## config.mk

```make
export PLATFORM = sky130hd
export DESIGN_NAME = bist_adder_controller
export DESIGN_NICKNAME = d
export VERILOG_FILES = /design/src/rtl/bist_adder_controller.sv
export SDC_FILE = /design/constraint.sdc
export NUM_CORES = 1
export LEC_CHECK = 0
export ABC_AREA = 1
export CORE_MARGIN = 2
export CORE_UTILIZATION = 60
export CTS_BUF_LIST = sky130_fd_sc_hd__clkbuf_16
export CTS_CLUSTER_DIAMETER = 150
export DETAILED_ROUTE_END_ITERATION = 16
export DONT_BUFFER_PORTS = 1
export PLACE_DENSITY_LB_ADDON = 0.15
export SETUP_SLACK_MARGIN = 0.15
export SLEW_MARGIN = 10
export SYNTH_ARGS = -nofsm -noshare
export SYNTH_HDL_FRONTEND = slang
export SYNTH_SLANG_ARGS = --single-unit
```

## constraint.sdc

```tcl
create_clock -name clock -period 5.5 [get_ports clock]
set_clock_uncertainty 0.1 [all_clocks]
set_input_delay 1.1 -clock clock [delete_from_list [all_inputs] [get_ports clock]]
set_output_delay 1.1 -clock clock [all_outputs]
set_load 0.02 [all_outputs]
```

## src/rtl/bist_adder_controller.sv

```systemverilog
`timescale 1ns/1ps
`default_nettype none
// ============================================================================
// Module   : bist_adder_controller
// Brief    : BIST controller around a WIDTH-bit ripple-carry adder (the CUT).
//            It applies counter or LFSR patterns and checks each result
//            against a golden adder. Results are compressed into a MISR.
//            A stuck-at injection hook can force one CUT output bit.
// Revision : 1.0 - initial release
// ============================================================================
module bist_adder_controller #(
    parameter int               WIDTH        = 4,
    parameter int               NUM_PATTERNS = 2**(2*WIDTH+1),
    parameter logic [2*WIDTH:0] LFSR_TAPS    = 9'h110,
    parameter logic [WIDTH:0]   MISR_TAPS    = 5'h13
) (
    input  logic                         clock,
    input  logic                         reset,
    input  logic                         testmode,
    input  logic                         start,
    input  logic                         pattern_mode,
    input  logic [WIDTH-1:0]             a_in,
    input  logic [WIDTH-1:0]             b_in,
    input  logic                         cin_in,
    input  logic                         inject_en,
    input  logic [$clog2(WIDTH+1)-1:0]   inject_bit,
    input  logic                         inject_val,
    output logic [WIDTH-1:0]             sum_out,
    output logic                         cout_out,
    output logic                         busy,
    output logic                         done,
    output logic                         fault_detected,
    output logic [15:0]                  fail_count,
    output logic [2*WIDTH:0]             first_fail_pattern,
    output logic [WIDTH:0]               signature
);

    localparam int c_PW    = 2*WIDTH+1;
    localparam int c_SW    = WIDTH+1;
    localparam int c_CNT_W = $clog2(NUM_PATTERNS+1);
    localparam logic [c_CNT_W-1:0] c_LAST = c_CNT_W'(NUM_PATTERNS-1);

    localparam logic [1:0] c_S_IDLE = 2'd0;
    localparam logic [1:0] c_S_INIT = 2'd1;
    localparam logic [1:0] c_S_RUN  = 2'd2;
    localparam logic [1:0] c_S_DONE = 2'd3;

    logic [1:0]         r_state;
    logic [1:0]         w_state_next;
    logic [c_CNT_W-1:0] r_count;
    logic [c_PW-1:0]    r_pattern;
    logic               r_mode;
    logic               r_fault;
    logic [15:0]        r_fail_count;
    logic [c_PW-1:0]    r_first_fail;
    logic [c_SW-1:0]    r_sig;

    logic               w_test_active;
    logic [c_PW-1:0]    w_cut_in;
    logic [WIDTH-1:0]   w_cut_a;
    logic [WIDTH-1:0]   w_cut_b;
    logic               w_cut_cin;
    logic [WIDTH-1:0]   w_cut_sum;
    logic [WIDTH:0]     w_carry;
    logic [c_SW-1:0]    w_cut_raw;
    logic [c_SW-1:0]    w_cut_out;
    logic [c_SW-1:0]    w_gold;
    logic               w_mismatch;
    logic               w_lfsr_fb;
    logic [c_PW-1:0]    w_pattern_next;

    assign w_test_active = (r_state == c_S_INIT) || (r_state == c_S_RUN);
    assign w_cut_in      = w_test_active ? r_pattern : {a_in, b_in, cin_in};
    assign w_cut_a       = w_cut_in[c_PW-1:WIDTH+1];
    assign w_cut_b       = w_cut_in[WIDTH:1];
    assign w_cut_cin     = w_cut_in[0];

    // Circuit under test: explicit ripple-carry chain
    assign w_carry[0] = w_cut_cin;
    for (genvar i = 0; i < WIDTH; i++) begin : g_rca
        assign w_cut_sum[i]   = w_cut_a[i] ^ w_cut_b[i] ^ w_carry[i];
        assign w_carry[i+1]   = (w_cut_a[i] & w_cut_b[i]) |
                                (w_carry[i] & (w_cut_a[i] ^ w_cut_b[i]));
    end
    assign w_cut_raw = {w_carry[WIDTH], w_cut_sum};

    always_comb begin
        w_cut_out = w_cut_raw;
        if (inject_en) begin
            for (int i = 0; i < c_SW; i++) begin
                if (int'(inject_bit) == i) begin
                    w_cut_out[i] = inject_val;
                end
            end
        end
    end

    // Golden reference sees the same operands but never the injected fault
    assign w_gold     = {1'b0, w_cut_a} + {1'b0, w_cut_b} + {{WIDTH{1'b0}}, w_cut_cin};
    assign w_mismatch = (w_cut_out != w_gold);

    assign w_lfsr_fb      = ^(r_pattern & LFSR_TAPS);
    assign w_pattern_next = r_mode ? {r_pattern[c_PW-2:0], w_lfsr_fb}
                                   : r_pattern + c_PW'(1);

    always_ff @(posedge clock or negedge reset) begin
        if (!reset) begin
            r_state <= c_S_IDLE;
        end else begin
            r_state <= w_state_next;
        end
    end

    always_comb begin
        w_state_next = r_state;
        case (r_state)
            c_S_IDLE: if (testmode && start) w_state_next = c_S_INIT;
            c_S_INIT: w_state_next = testmode ? c_S_RUN : c_S_IDLE;
            c_S_RUN: begin
                if (!testmode) begin
                    w_state_next = c_S_IDLE;
                end else if (r_count == c_LAST) begin
                    w_state_next = c_S_DONE;
                end
            end
            c_S_DONE: begin
                if (!testmode) begin
                    w_state_next = c_S_IDLE;
                end else if (start) begin
                    w_state_next = c_S_INIT;
                end
            end
            default: w_state_next = c_S_IDLE;
        endcase
    end

    // An abort (testmode low) freezes all results at their partial values
    always_ff @(posedge clock or negedge reset) begin
        if (!reset) begin
            r_count      <= '0;
            r_pattern    <= '0;
            r_mode       <= 1'b0;
            r_fault      <= 1'b0;
            r_fail_count <= '0;
            r_first_fail <= '0;
            r_sig        <= '0;
        end else if (testmode) begin
            case (r_state)
                c_S_INIT: begin
                    r_count      <= '0;
                    r_mode       <= pattern_mode;
                    r_pattern    <= pattern_mode ? '1 : '0;
                    r_fault      <= 1'b0;
                    r_fail_count <= '0;
                    r_first_fail <= '0;
                    r_sig        <= '0;
                end
                c_S_RUN: begin
                    r_count   <= r_count + c_CNT_W'(1);
                    r_pattern <= w_pattern_next;
                    if (w_mismatch) begin
                        r_fault <= 1'b1;
                        if (r_fail_count == 16'd0) begin
                            r_first_fail <= r_pattern;
                        end
                        if (r_fail_count != 16'hFFFF) begin
                            r_fail_count <= r_fail_count + 16'd1;
                        end
                    end
                    r_sig <= ({r_sig[WIDTH-1:0], 1'b0} ^ (r_sig[WIDTH] ? MISR_TAPS : '0))
                             ^ w_cut_out;
                end
                default: ;
            endcase
        end
    end

    assign sum_out            = w_cut_out[WIDTH-1:0];
    assign cout_out           = w_cut_out[WIDTH];
    assign busy               = w_test_active;
    assign done               = (r_state == c_S_DONE);
    assign fault_detected     = r_fault;
    assign fail_count         = r_fail_count;
    assign first_fail_pattern = r_first_fail;
    assign signature          = r_sig;

endmodule
`default_nettype wire

```

### After elaboration in Yosys (flattened, before gate mapping)

Cells that the tools add are included.

* bits in registers: 53
* bits of input ports: 19
* output and inout bits: 38
* logic and storage cells: 92

* add/sub/neg operators: 5
* equal/unequal tests: 16
* mux-type cells: 28
* bitwise gates (word level): 22
* reductions and logical operators: 13

Operators with widths (number)
* $mux 9: 5
* $pmux 9 s2: 2
* $mux 16: 2
* $pmux 16 s2: 1
* $pmux 10 s2: 1
* $add 16x1->16 const B: 1
* $logic_not 16->1: 1
* $ne 16x16->1 const B: 1
* $mux 2: 6
* $add 10x1->10 const B: 1
* $eq 10x9->1 const B: 1
* $mux 5: 2
* $pmux 5 s2: 1
* $xor 5x5->5: 2
* $add 9x1->9 const B: 1
* $eq 3x3->1 const B: 3
* $reduce_xor 9->1: 1
* $and 1x1->1: 8
* $pmux 2 s4: 1
* $reduce_and 4->1: 2
* $xor 1x1->1: 8
* $mux 1: 6
* $reduce_and 3->1: 2
* $add 4x4->5: 1
* other kinds (17): 24

### Longest topological paths before layout

Gate-level depths: netlist of run 1.

* word-level depth: 17
* gate-level depth with buffers: 21
* depth with buffers taken out: 18

### Worst setup path before layout of run 1

No wires, ideal clock.

* kind: reg2out
* start point: register r_state[1]
* end point: output port sum_out[3]
* arrival: 3.550 ns
* data required time: 4.300 ns
* slack: 0.750 ns
* stages on the path, launching flop included: 13
* buffers on the path: 2
* cells stage by stage: dfrtp_1 > inv_1 > ha_1 > clkbuf_1 > clkbuf_1 > o21ai_0 > fa_1 > fa_1 > fa_1 > fa_1 > inv_1 > nand2_1 > nand2_1

* word-level cells in the longest chain between the ends: 13
* elaborated cells on any way between the ends: 20
* classes of those cells: eq/ne: 2; mux: 3; bitwise: 14; reduce/logical: 1

RTL lines
* from (decl): line 48 `logic [1:0] r_state;`
* from (signal assigned): line 108 `r_state <= c_S_IDLE;`
* from (signal assigned): line 110 `r_state <= w_state_next;`
* $eq 2x1->1 / $eq 2x2->1 (equally long branches): line 72 `assign w_test_active = (r_state == c_S_INIT) || (r_state == c_S_RUN);`
* $logic_or 1x1->1 *: line 72
* net busy: line 30 `output logic busy,`
* $mux 9 *: line 73 `assign w_cut_in = w_test_active ? r_pattern : {a_in, b_in, cin_in};`
* $xor 1x1->1: line 83 `(w_carry[i] & (w_cut_a[i] ^ w_cut_b[i]));`
* $and 1x1->1: line 83
* $or 1x1->1: line 82 `assign w_carry[i+1] = (w_cut_a[i] & w_cut_b[i]) |`
* $and 1x1->1: line 83
* $or 1x1->1: line 82
* $and 1x1->1: line 83
* $or 1x1->1: line 82
* $xor 1x1->1 *: line 81 `assign w_cut_sum[i] = w_cut_a[i] ^ w_cut_b[i] ^ w_carry[i];`
* $mux 1: line 91 `if (int'(inject_bit) == i) begin`
* $mux 5 *: line 89 `if (inject_en) begin`
* to (decl): line 28 `output logic [WIDTH-1:0] sum_out,`

Mark *: on every way through the listed nets, which the timed path passes. The rest lies on a longest branch.

### Worst setup path in the final report of run 1

* start point: register r_state[1]
* end point: output port sum_out[2]

* word-level cells in the longest chain between the ends: 11
* elaborated cells on any way between the ends: 16
* classes of those cells: eq/ne: 2; mux: 3; bitwise: 10; reduce/logical: 1

RTL lines (line)
* $eq 2x1->1 / $eq 2x2->1 (equally long branches): 72
* $logic_or 1x1->1 *: 72
* $mux 9 *: 73
* $xor 1x1->1: 83
* $and 1x1->1: 83
* $or 1x1->1: 82
* $and 1x1->1: 83
* $or 1x1->1: 82
* $xor 1x1->1 *: 81
* $mux 1: 91
* $mux 5 *: 89

Every way passes the cells marked *; elsewhere a longest branch is shown, timed or not.

==> results of run 1 <==
[Yosys cell counts (all sizes together) (3+ instances only)]
cell,n,share of area [%]
a21o,3,0.63
a21oi,26,3.6
a22oi,7,1.5
buf,6,1.3
clkbuf,10,1.1
dfrtp,53,37
fa,4,2.2
ha,12,4.2
inv,61,6.4
nand2,126,13
nand3,26,4.3
nand3b,3,0.63
nand4,33,5.8
nor2,40,4.3
nor3,10,1.7
o211ai,4,0.84
o21ai,39,5.5
xnor2,5,1.2
xor2,9,2.2
[routing by layer]
metal / global-route usage (%) / vias up / part of all wire (%)
met3: 8.556 / 9 / 7.4
met2: 44.46 / 99 / 47
met4: 6.441 / 0 / 0.90
met1: 35.92 / 1548 / 45
met5: 0 / - / 0
li1: - / 1603 / -
[worst min path at each step]
stage	start	endpoint	slack, ns	depth (start not counted)
2_1_floorplan	r_count[7]	r_count[7]	0.35	1
3_3_place_gp	r_count[7]	r_count[7]	0.38	1
3_5_place_dp	r_count[7]	r_count[7]	0.40	1
4_1_cts	reset	fail_count[3]	0.39	0
5_1_grt	reset	first_fail_pattern[2]	0.38	0
6_report	reset	first_fail_pattern[2]	0.40	0
[metrics by stage]
stage          power [mW]  worst slack [ns]  cell area, um2
6_report            2.225            0.5893            3757
4_1_cts             2.225            0.6055            3757
2_1_floorplan       1.613            0.7504            3572
3_3_place_gp        1.819            0.9152            3590
3_5_place_dp        1.856            0.7304            3590
5_1_grt             2.434            0.3448            3757
[flip-flops by register name (all words and copies together), names as in the netlist]
| register | flops |
|---|---|
| fault_detected | 1 |
| r_pattern | 9 |
| fail_count | 16 |
| r_state | 2 |
| r_count | 10 |
| first_fail_pattern | 9 |
| signature | 5 |
| r_mode | 1 |
[report_power, final]
group | switching, mW | internal, mW | total, mW
clock | 0.144 | 0.214 | 0.359
sequential | 0.166 | 0.478 | 0.644
combinational | 0.826 | 0.397 | 1.22
total | 1.14 | 1.09 | 2.23
[worst reg2reg max path, delay by kind of cell (launching register included)]
kind | cells | cell delay [ns]
AO/OA/AOI/OAI | 2 | 0.27
adder cells (fa/ha/maj) | 5 | 2.25
buffers and inverters | 3 | 0.28
flip-flops | 1 | 0.45
AND/OR/NAND/NOR | 7 | 1.33
[cell type report]
cell class                 instances  area [um2]  area share [%]
clock inverter                     3       42.54           1.132
timing repair buffer               1       7.507          0.1998
clock buffer                       5       125.1           3.330
inverter                          63       236.5           6.294
tap                               75       93.84           2.498
multi-input combinational        357        1926           51.25
sequential                        53        1326           35.30
[cells by family after synthesis]
family | after synthesis
AO/OA/AOI/OAI | 83
XOR/XNOR | 14
adder cells (fa/ha/maj) | 16
buffers and inverters | 79
flip-flops | 53
AND/OR/NAND/NOR | 244
==> flow_summary.json, run 1 <==
{
  "outcome": "finished clean",
  "setup_viol": 0,
  "crit_cells": 7,
  "postCtsSetupBuffers": 0,
  "port_buffers": 0,
  "viasPerCell": 5.851,
  "grt_usage_pct": 27.43,
  "final-instance-count-excl-fill": 557,
  "cts_max_path_buffers": 2,
  "avgRoutedWirePerCell_um": 15.21,
  "nFillCells": 530,
  "cts_tree": "built",
  "fin_crit_ns": 4.911,
  "critical-path-slowest-cell": "o21ai_0",
  "final_cell_mix": "nand2_1 (124), inv_1 (60), dfrtp_1 (53), o21ai_0 (39), nor2_1 (39)",
  "reg2reg_depth": 17,
  "postCtsHoldBufs": 0,
  "synth_top_family_by_area": "simple AND/OR/NAND/NOR gates",
  "htree_levels": 2,
  "synth_compound_area_share_pct": 12.85,
  "ys_async_sr_fraction_pct": 100.0,
  "yosys.area_share.simple_pct": 31.17,
  "syn-cell-area_um2": 3572,
  "drt-pass1-iter-count": 5,
  "grt_remaining_overflow": 0,
  "cp_top_family": "adder cells",
  "die_y_um": 81.16,
  "syn2layout_area_growth_pct": 5.184,
  "slowest_delay_ns": 0.72,
  "cts_root_buf": "clkbuf_16",
  "synth_warnings": 0,
  "max_cap_violations": 0,
  "max_freq_ghz": 0.2036,
  "antenna_found_initial": 0,
  "p_per_area_nw_per_um2": 592.2,
  "drt_iter0_markers": 238,
  "final_core_util_pct": 64.22,
  "cts.sinks": 53,
  "dp_cells": 549,
  "first_global_vias": 3081,
  "synth-seq-cells": 53,
  "finalCritPeriodShare_pct": 89.29,
  "ir_worst_vdd_mv": 0.6617,
  "finalSetupTns_ns": 0,
  "r2r_slack_ns": 0.71,
  "diodes": 0,
  "timing.rr.end": "fail_count[7]",
  "maxSlewHeadroom_pct": 42.30,
  "rsz0062_at_grt": "no",
  "seq_area_frac_synth_pct": 37.13,
  "required_ns": 4.30,
  "timing.critical_path.mode_cell": "fa_1",
  "grt_first_pass_wirelength_um": 14280,
  "clock_latency_ns": 0.29,
  "endpoint_kind": "output pin",
  "ant_nets": 0,
  "path_cells": "inv_1 -> ha_1 -> o21ai_0 -> fa_1 -> fa_1 -> fa_1 -> o21ai_0",
  "layout-drive-gt1-share_pct": 3.734,
  "crit_end": "sum_out[2]",
  "vias": 3259,
  "synthMuxAreaShare_pct": 0,
  "crit_type": "reg2out",
  "nNetsFinal": 516,
  "path_clk_slew_ns": 0.07,
  "syn_inst": 489,
  "syn_nets": 524,
  "slew_violations": 0,
  "gp_congestion": 0.8669,
  "fin_hold_ws_ns": 0.3960,
  "p_leak_nw": 1.831,
  "cts_buffers": 5,
  "grt_max_degree": 54,
  "ios": 57,
  "synth_edf_count": 0,
  "synthFlopType": "dfrtp_1",
  "drc_errors": 0,
  "dieWidth_um": 81.16,
  "critical_path.startpoint_type": "flip-flop",
  "num_rows": 28,
  "die-area_um2": 6587,
  "worstPathMaxFanout": 16,
  "hp-class": "in2async",
  "startpoint": "r_state[1]",
  "syn_avg_cell_area_um2": 7.305,
  "cp_data_arrival_time_ns": 3.71,
  "dp_hpwl_um": 5948,
  "synthXorXnorAreaFrac_pct": 3.433,
  "cts_resized": 0,
  "r2r_start": "r_state[1]",
  "wl_um": 8474,
  "final_common_cell": "nand2_1",
  "yosys.cell_types.count": 36,
  "finalHoldViolations": 0,
  "synthAdderAreaFrac_pct": 6.445,
  "tightest_slew_ns": 0.8564,
  "cp_num_buf_inv": 1,
  "initial_core_util_pct": 61.06,
  "core-area_um2": 5851
}
Note: power is estimated with default switching activity, not from simulation.
==> inputs of run 2 (changes only) <==
Settings changed: CAP_MARGIN set to 0.
==> results of run 2 <==
No change in the layout: final DEF, timing and power equal those of run 1.
==> inputs of run 3 (changes only) <==
Settings changed: SLEW_MARGIN 10 to 15.
==> results of run 3 <==
No change in the layout: final DEF, timing and power equal those of run 1.
